--- config.mk ---
export PLATFORM = sky130hd
export DESIGN_NAME = rot_match_seq_flat
export DESIGN_NICKNAME = d
export VERILOG_FILES = /design/src/rtl/rot_pkg.sv /design/src/rtl/rot_match_seq_if.sv /design/src/rtl/rot_match_seq.sv /design/src/flat_wrapper.sv
export SDC_FILE = /design/constraint.sdc
export NUM_CORES = 1
export LEC_CHECK = 0
export ABC_AREA = 0
export CORE_MARGIN = 8
export CORE_UTILIZATION = 41
export DETAILED_ROUTE_END_ITERATION = 6
export MAX_ROUTING_LAYER = met4
export PLACE_DENSITY = 0.73
export SLEW_MARGIN = 10
export SYNTH_ARGS = -nofsm -noshare
export SYNTH_HDL_FRONTEND = slang
export SYNTH_SLANG_ARGS = --single-unit
--- constraint.sdc ---
create_clock -name clk -period 1.45 [get_ports clk]
set_input_delay 0.29 -clock clk [delete_from_list [all_inputs] [get_ports clk]]
set_output_delay 0.29 -clock clk [all_outputs]
set_load 0.1 [all_outputs]
--- src/rtl/rot_pkg.sv ---
// Shared definitions for the rotate-and-match sequencer and its benches.
package rot_pkg;

  localparam int ROT_W = 4;
  localparam int SEL_W = 2;

  typedef enum logic [1:0] {
    IDLE  = 2'd0,
    SWEEP = 2'd1,
    DONE  = 2'd2
  } rot_state_e;

  // Rotate right: out[i] = d[(i + s) mod ROT_W]; mirrors the external rotator.
  function automatic logic [ROT_W-1:0] rot_right(input logic [ROT_W-1:0] d,
                                                 input logic [SEL_W-1:0] s);
    logic [2*ROT_W-1:0] dd;
    dd = {d, d} >> s;
    return dd[ROT_W-1:0];
  endfunction

  // Index of the lowest set bit, 0 when no bit is set.
  function automatic logic [SEL_W-1:0] lowest_set(input logic [ROT_W-1:0] m);
    logic [SEL_W-1:0] r;
    r = '0;
    for (int i = ROT_W - 1; i >= 0; i--) begin
      if (m[i]) r = i[SEL_W-1:0];
    end
    return r;
  endfunction

endpackage

--- src/rtl/rot_match_seq_if.sv ---
// Link between the sequencer and the external 4-bit barrel rotator.
// The rotator is purely combinational: rot_out reflects rot_in/rot_sel within
// the same cycle, so there is no valid/ready pair on this link; the
// sequencer's own job handshake is start (accepted only while busy=0) and a
// one-cycle done pulse that marks the results valid.
interface rot_match_seq_if;
  import rot_pkg::*;

  logic [ROT_W-1:0] rot_in;
  logic [SEL_W-1:0] rot_sel;
  logic [ROT_W-1:0] rot_out;

  // Sequencer side: drives data and shift amount, reads the rotated word.
  modport master (output rot_in, output rot_sel, input rot_out);
  // Rotator side.
  modport slave  (input rot_in, input rot_sel, output rot_out);

endinterface

--- src/rtl/rot_match_seq.sv ---
// Sweeps an external rotator through all four rotate-right amounts and
// reports which rotations of the latched word equal the latched target.
module rot_match_seq
  import rot_pkg::*;
(
  input  logic              clk,
  input  logic              rst,
  input  logic              start,
  input  logic [ROT_W-1:0]  word,
  input  logic [ROT_W-1:0]  target,
  output logic              busy,
  output logic              done,
  output logic              found,
  output logic [SEL_W-1:0]  amount,
  output logic [ROT_W-1:0]  match_mask,
  rot_match_seq_if.master   rot,
  output rot_state_e        state_dbg
);

  rot_state_e       state_q, state_d;
  logic [SEL_W-1:0] cnt_q, cnt_d;
  logic [ROT_W-1:0] word_q, word_d;
  logic [ROT_W-1:0] target_q, target_d;
  logic [ROT_W-1:0] mask_q, mask_d;
  logic             found_q, found_d;
  logic [SEL_W-1:0] amount_q, amount_d;
  logic             hit;

  // State and datapath registers; reset abandons any sweep and zeroes outputs.
  always_ff @(posedge clk or posedge rst) begin
    if (rst) begin
      state_q  <= IDLE;
      cnt_q    <= '0;
      word_q   <= '0;
      target_q <= '0;
      mask_q   <= '0;
      found_q  <= 1'b0;
      amount_q <= '0;
    end else begin
      state_q  <= state_d;
      cnt_q    <= cnt_d;
      word_q   <= word_d;
      target_q <= target_d;
      mask_q   <= mask_d;
      found_q  <= found_d;
      amount_q <= amount_d;
    end
  end

  // Next-state and datapath update: one rotation compared per SWEEP cycle.
  always_comb begin
    state_d  = state_q;
    cnt_d    = cnt_q;
    word_d   = word_q;
    target_d = target_q;
    mask_d   = mask_q;
    found_d  = found_q;
    amount_d = amount_q;
    hit      = (rot.rot_out == target_q);

    case (state_q)
      IDLE: begin
        if (start) begin
          word_d   = word;
          target_d = target;
          mask_d   = '0;
          found_d  = 1'b0;
          amount_d = '0;
          cnt_d    = '0;
          state_d  = SWEEP;
        end
      end
      SWEEP: begin
        mask_d[cnt_q] = hit;
        if (cnt_q == SEL_W'(ROT_W - 1)) begin
          // Last rotation: summarise the completed mask.
          found_d  = |mask_d;
          amount_d = lowest_set(mask_d);
          state_d  = DONE;
        end else begin
          cnt_d = cnt_q + 1'b1;
        end
      end
      DONE: begin
        state_d = IDLE;
      end
      default: begin
        state_d = IDLE;
      end
    endcase
  end

  // rot_sel tracks the sweep counter; both hold after the sweep ends.
  assign rot.rot_in  = word_q;
  assign rot.rot_sel = cnt_q;

  assign busy       = (state_q != IDLE);
  assign done       = (state_q == DONE);
  assign found      = found_q;
  assign amount     = amount_q;
  assign match_mask = mask_q;
  assign state_dbg  = state_q;

endmodule

--- src/flat_wrapper.sv ---
// flat-port wrapper written by rule: the top's interface ports become plain ports
module rot_match_seq_flat import rot_pkg::*;
  (clk, rst, start, word, target, busy, done, found, amount, match_mask, state_dbg, rot_rot_in, rot_rot_sel, rot_rot_out);
  rot_match_seq_if rot_i ();
  input  logic clk;
  input  logic rst;
  input  logic start;
  input  logic [ROT_W-1:0] word;
  input  logic [ROT_W-1:0] target;
  output logic busy;
  output logic done;
  output logic found;
  output logic [SEL_W-1:0] amount;
  output logic [ROT_W-1:0] match_mask;
  output rot_state_e state_dbg;
  output wire logic [$bits(rot_i.rot_in)-1:0] rot_rot_in;
  output wire logic [$bits(rot_i.rot_sel)-1:0] rot_rot_sel;
  input wire logic [$bits(rot_i.rot_out)-1:0] rot_rot_out;
  assign rot_rot_in = rot_i.rot_in;
  assign rot_rot_sel = rot_i.rot_sel;
  assign rot_i.rot_out = rot_rot_out;
  rot_match_seq u_core (.clk(clk), .rst(rst), .start(start), .word(word), .target(target), .busy(busy), .done(done), .found(found), .amount(amount), .match_mask(match_mask), .rot(rot_i), .state_dbg(state_dbg));
endmodule
==> flow_metrics.py, run 1 <==
metrics = {
    "run_status": {
        "status": "finished with violations",
        "violations": "setup timing",
    },
    "yosys": {
        "synth_xor_area_frac": 0.03444,
        "yosys_most_used_dff": "dfrtp_1",
        "yosys.area_share.simple": 0.1402,
        "synth_area_leaders": "dfrtp_1 (47%), mux2_2 (10%), a22o_1 (5.2%), ha_1 (4.9%), xnor2_1 (3.4%)",
        "synth_common_cells": "dfrtp_1 (19), mux2_2 (9), nor2_1 (8), inv_1 (7), a22o_1 (6)",
        "yosysMostFrequentCell": "dfrtp_1",
        "synth_top_family_by_area": "compound AO/OA/AOI/OAI gates",
        "synth.area.mux_share": 0.09963,
        "yosysTopAreaCell": "dfrtp_1",
        "synth_compound_area_frac": 0.1685,
        "synth_area_um2": 1017,
        "syn_nets": 109,
        "synth-edff-count": 0,
        "yosysSeqAreaShare": 0.4674,
        "synth_cells": 90,
        "synth_cell_types": 29,
        "synth-seq-cells": 19,
        "synth_top_area_share": 0.4674,
        "ys_warn_count": 0,
        "synthAdderAreaFrac": 0.04920,
        "syn_area_per_cell_um2": 11.30,
        "synth-async-reset-ratio": 1.000,
    },
    "global_routing": {
        "grt_pass1_wl_mm": 4.264,
        "grt_pass1_vias": 938,
        "antenna_found_initial": 0,
        "gr-total-overflow": 0,
        "grt_usage": 0.1284,
        "grt_max_degree": 13,
    },
    "detailed_routing": {
        "wl_per_cell_um": 15.24,
        "drtAntennaViolNets": 0,
        "vias": 896,
        "wl_mm": 2.606,
        "via_per_inst": 5.240,
        "first_pass_iters": 4,
        "drc": 0,
        "drt_iter0_drc": 18,
    },
    "timing": {
        "rsz0062_at_grt": "yes",
        "setup-violations-final": 15,
        "drv_slew": 0,
        "slew_headroom": 0.7927,
        "fin_crit_ns": 1.575,
        "worst_slew_pin_slew_ns": 0.3109,
        "fin_crit_sh": 1.086,
        "skew_ns": 0.002015,
        "fmax_mhz": 635.0,
        "setup_slack_ns": -0.1249,
        "finalHoldViolCount": 0,
    },
    "clock_network": {
        "clkTransAtPathRegs_ns": 0.11,
        "insertion_delay_ns": 0.31,
        "clock_sink_count": 19,
        "cts_tree": "yes",
        "cts_hold_buf": 0,
        "cts_buffers": 3,
        "htreeDepth": 1,
        "clock-root-buffer": "clkbuf_4",
        "cts_buffer_depth": 2,
    },
    "die": {
        "core_area_um2": 2410,
        "boundaryPins": 32,
        "fp.dieArea_um2": 4331,
        "row_count": 18,
        "die_x_um": 65.81,
        "start_util": 0.4221,
        "die_height_um": 65.81,
    },
    "setup_path": {
        "end_kind": "register",
        "rrSetupSlack_ns": -0.12,
        "start_kind": "register",
        "worstSetupPathType": "register to register",
        "crit_required_ns": 1.66,
        "worstPathArrival_ns": 1.79,
        "crit_fanout": 3,
    },
    "place": {
        "dp.cells": 161,
        "place.port_buffers": 31,
        "routabilityCongestion": 0.8926,
        "place.detailed.hpwl_mm": 1.980,
    },
    "job": {
        "maxCapViolations": 0,
    },
    "worst_hold_path": {
        "hp-class": "primary input to async pin",
    },
    "finish": {
        "drive_gt1_frac": 0.5461,
        "final_net_count": 161,
        "stdcell_count": 171,
        "syn2layout_area_growth_pct": 81.92,
        "diodes": 0,
    },
}
## critical path: stages (launching register included)
cell,delay [ns]
dfrtp_4,0.53
inv_4,0.09
ha_4,0.13
and2b_2,0.24
buf_4,0.15
a21o_1,0.16
a22o_1,0.17
## logic make-up (layout without fill, tap and decap cells)
| family | after synthesis | count (layout) |
|---|---|---|
| compound gates | 22 | 22 |
| simple gates | 22 | 22 |
| flops | 19 | 19 |
| buf+inv | 10 | 61 |
| mux | 9 | 9 |
| fa+ha+maj | 4 | 4 |
| xor+xnor | 4 | 4 |
## state kept, by name, indices dropped and copies added, names as in the netlist
name,flops
u_core.rot.rot_sel,2
u_core.state_dbg,2
u_core.rot.rot_in,4
u_core.amount,2
u_core.match_mask,4
u_core.target_q,4
u_core.found,1
## worst paths after layout
check	from	end	depth (start not counted)
setup / recovery	u_core.rot.rot_sel[0]	u_core.match_mask[2]	6
hold / removal	rst	u_core.rot.rot_sel[0]	2
hold reg to reg	u_core.target_q[2]	u_core.target_q[2]	1
setup reg to reg	u_core.rot.rot_sel[0]	u_core.match_mask[2]	6
max in group asynchronous	rst	u_core.state_dbg[1]	3
min in group clk	u_core.target_q[2]	u_core.target_q[2]	1
## layout make-up
class | count | area, um^2
flip-flops and latches | 19 | 494.2
well taps | 30 | 37.54
fillers | 147 | 559.3
clock inverters | 1 | 7.507
inverters | 7 | 28.78
multi-input cells | 61 | 609.3
clock buffers | 3 | 22.52
repair buffers | 50 | 650.6
## stage by stage
| step | TNS [ns] | worst slack, ns | util | cell area [um^2] | hold WS (ns) |
|---|---|---|---|---|---|
| final | -0.7821 | -0.1249 | 0.7679 | 1851 | 0.1818 |
| after global routing | -1.523 | -0.1968 | 0.7679 | 1851 | 0.1769 |
| after CTS | -0.5349 | -0.1224 | 0.7456 | 1797 | 0.1841 |
| after detailed placement | -2.327 | -0.2395 | 0.7098 | 1710 | 0.5281 |
| after global placement | -1.863 | -0.1880 | 0.7098 | 1710 | 0.5201 |
| after floorplan | -1.580 | -0.1916 | - | 1106 | 0.2410 |
## layer usage
layer,vias up,routed length (um),part of all wire,GRT usage
li1,415,-,-,-
met1,429,1027,0.39,0.1449
met2,47,1324,0.51,0.2083
met3,5,215,0.083,0.03898
met4,0,38,0.015,0.04905
met5,-,0,0,-
## what timing repair did
| action | 4_1_cts | 5_1_grt |
|---|---|---|
| setup buffers | 3 | 3 |
| setup endpoints to repair | 11 | 21 |
| resized for setup | 7 | 8 |
| pin swaps | 0 | 4 |
## cells in the final DEF, fill, tap and decap left out, types with 2 or more instances in the layout
| master | n |
|---|---|
| nand2b_4 | 2 |
| buf_4 | 15 |
| xnor2_1 | 4 |
| dfrtp_1 | 12 |
| o22ai_1 | 2 |
| buf_6 | 2 |
| inv_1 | 5 |
| nor2_1 | 7 |
| clkdlybuf4s50_1 | 14 |
| dfrtp_4 | 4 |
| clkbuf_4 | 3 |
| buf_12 | 18 |
| dfrtp_2 | 3 |
| a21o_1 | 2 |
| ha_4 | 3 |
| mux2_4 | 8 |
| nor2_2 | 2 |
| a22o_1 | 6 |
| a21oi_1 | 4 |
Power of run 1 is not shown: default switching activity piles up to over one toggle a cycle in this logic, so the estimate is an artifact.
==> inputs of run 2 (changes only) <==
Settings changed: CORE_UTILIZATION 41 to 45, PLACE_DENSITY 0.73 to 0.76.
Clock period 1.45 ns to 1.6 ns, I/O delays scaled along.
==> run 2 against run 1 <==
The flow still finishes with violations (setup timing). First-iteration DRC count up 28%. Worst hold slack improved by 0.049 ns. Critical endpoint is now u_core.amount[0]. Fmax decreased by 3.7%. Cell count down 5.3%. Non-clock buffer count down 7. Wire length rose by 2.8%. Clock skew rose by 0.0050 ns. Highest routed layer unchanged. Flip-flop and latch count stayed put. Design area shrank 7.6%. Register-to-register slack better by 0.09 ns. Sequential share of layout area rose by 2.2 points. Via count decreased by 5.4%.
==> flow_metrics.py, run 2 (synthesized netlist as in run 1, its figures left out) <==
metrics = {
    "job": {
        "maxCapViolations": 0,
    },
    "timing": {
        "skew_ns": 0.007041,
        "finalHoldViolCount": 0,
        "rsz0062_at_grt": "yes",
        "slew_headroom": 0.6912,
        "fin_crit_ns": 1.636,
        "drv_slew": 0,
        "setup-violations-final": 1,
        "fmax_mhz": 611.2,
        "setup_slack_ns": -0.03613,
        "fin_crit_sh": 1.023,
        "worst_slew_pin_slew_ns": 0.4623,
    },
    "clock_network": {
        "cts_tree": "yes",
        "clkTransAtPathRegs_ns": 0.11,
        "htreeDepth": 1,
        "clock_sink_count": 19,
        "clock-root-buffer": "clkbuf_4",
        "cts_hold_buf": 0,
        "cts_buffers": 3,
        "cts_buffer_depth": 2,
        "insertion_delay_ns": 0.30,
    },
    "finish": {
        "mostFrequentLayoutCell": "buf_12",
        "final_net_count": 154,
        "drive_gt1_frac": 0.4701,
        "stdcell_count": 162,
        "syn2layout_area_growth_pct": 68.02,
        "diodes": 0,
        "final_cell_mix": "buf_12 (18), clkdlybuf4s50_1 (14), dfrtp_1 (12)",
    },
    "place": {
        "place.port_buffers": 31,
        "dp.cells": 155,
        "routabilityCongestion": 0.9084,
        "place.detailed.hpwl_mm": 2.113,
    },
    "die": {
        "start_util": 0.4689,
        "row_count": 17,
        "die_x_um": 63.55,
        "die_height_um": 63.55,
        "boundaryPins": 32,
        "core_area_um2": 2170,
        "fp.dieArea_um2": 4038,
    },
    "global_routing": {
        "grt_pass1_wl_mm": 4.678,
        "grt_pass1_vias": 987,
        "grt_max_degree": 15,
        "gr-total-overflow": 0,
        "antenna_found_initial": 0,
        "grt_usage": 0.1494,
    },
    "detailed_routing": {
        "first_pass_iters": 4,
        "drt_iter0_drc": 23,
        "via_per_inst": 5.235,
        "drc": 0,
        "wl_mm": 2.678,
        "wl_per_cell_um": 16.53,
        "vias": 848,
        "drtAntennaViolNets": 0,
    },
    "setup_path": {
        "crit_fanout": 4,
        "crit_required_ns": 1.82,
        "end_kind": "register",
        "rrSetupSlack_ns": -0.04,
        "worstPathArrival_ns": 1.85,
        "path_delay_family": "compound AO/OA/AOI/OAI gates",
        "cp_slowest_cell": "dfrtp_4",
        "max_stage_delay_ns": 0.52,
        "start_kind": "register",
        "reg2reg_to": "u_core.amount[0]",
        "r2r_cells": 6,
        "r2r_start": "u_core.rot.rot_sel[0]",
        "worstSetupPathType": "register to register",
        "path_cells": "inv_4 -> ha_4 -> and2b_1 -> o31ai_2 -> a21oi_2 -> o32ai_2",
        "crit_buf_inv": 1,
    },
    "worst_hold_path": {
        "hp-class": "primary input to async pin",
    },
    "run_status": {
        "status": "finished with violations",
        "violations": "setup timing",
    },
}
-- run 2: what timing repair did --
item,in CTS,in global routing
buffers inserted,1,2
gates resized for setup,1,3
setup endpoints to repair,2,5
pin swaps,0,2
-- run 2: worst max-delay path by stage --
stage | to | slack (ns) | start | depth (start not counted)
global route | u_core.amount[0] | -0.12 | u_core.rot.rot_sel[1] | 7
detailed placement | u_core.amount[0] | -0.15 | rot_rot_out[1] | 6
finish | u_core.amount[0] | -0.04 | u_core.rot.rot_sel[0] | 6
global placement | u_core.amount[0] | -0.08 | rot_rot_out[1] | 6
floorplan | u_core.found | -0.04 | u_core.rot.rot_sel[1] | 7
CTS | u_core.amount[0] | 0.005 | u_core.rot.rot_sel[0] | 5
-- run 2: routing by layer --
layer / vias up / global-route usage / wire (um)
met5: - / - / 0
met4: 0 / 0.06685 / 46
met3: 5 / 0.03180 / 70
met2: 16 / 0.2573 / 1489
met1: 422 / 0.1608 / 1071
li1: 405 / - / -
-- run 2: area by class of cell --
| type | count | area (um^2) |
|---|---|---|
| repair buffers | 43 | 583.1 |
| multi-input cells | 61 | 541.8 |
| flip-flops and latches | 19 | 494.2 |
| fillers | 139 | 460.4 |
| well taps | 28 | 35.03 |
| inverters | 7 | 28.78 |
| clock buffers | 4 | 26.28 |
-- run 2: per-stage QoR --
step                 TNS, ns  hold WS, ns  area (um^2)  utilization  setup WS [ns]
CTS                        0       0.2257         1683       0.7757       0.005200
finish              -0.03613       0.2312         1709       0.7878       -0.03613
global route         -0.1842       0.2534         1709       0.7878        -0.1215
floorplan            -0.1144       0.2710         1076            -       -0.04199
global placement     -0.2833       0.5144         1642       0.7566       -0.08461
detailed placement   -0.8662       0.5237         1642       0.7566        -0.1476
Power of run 2 is left out for the same reason.
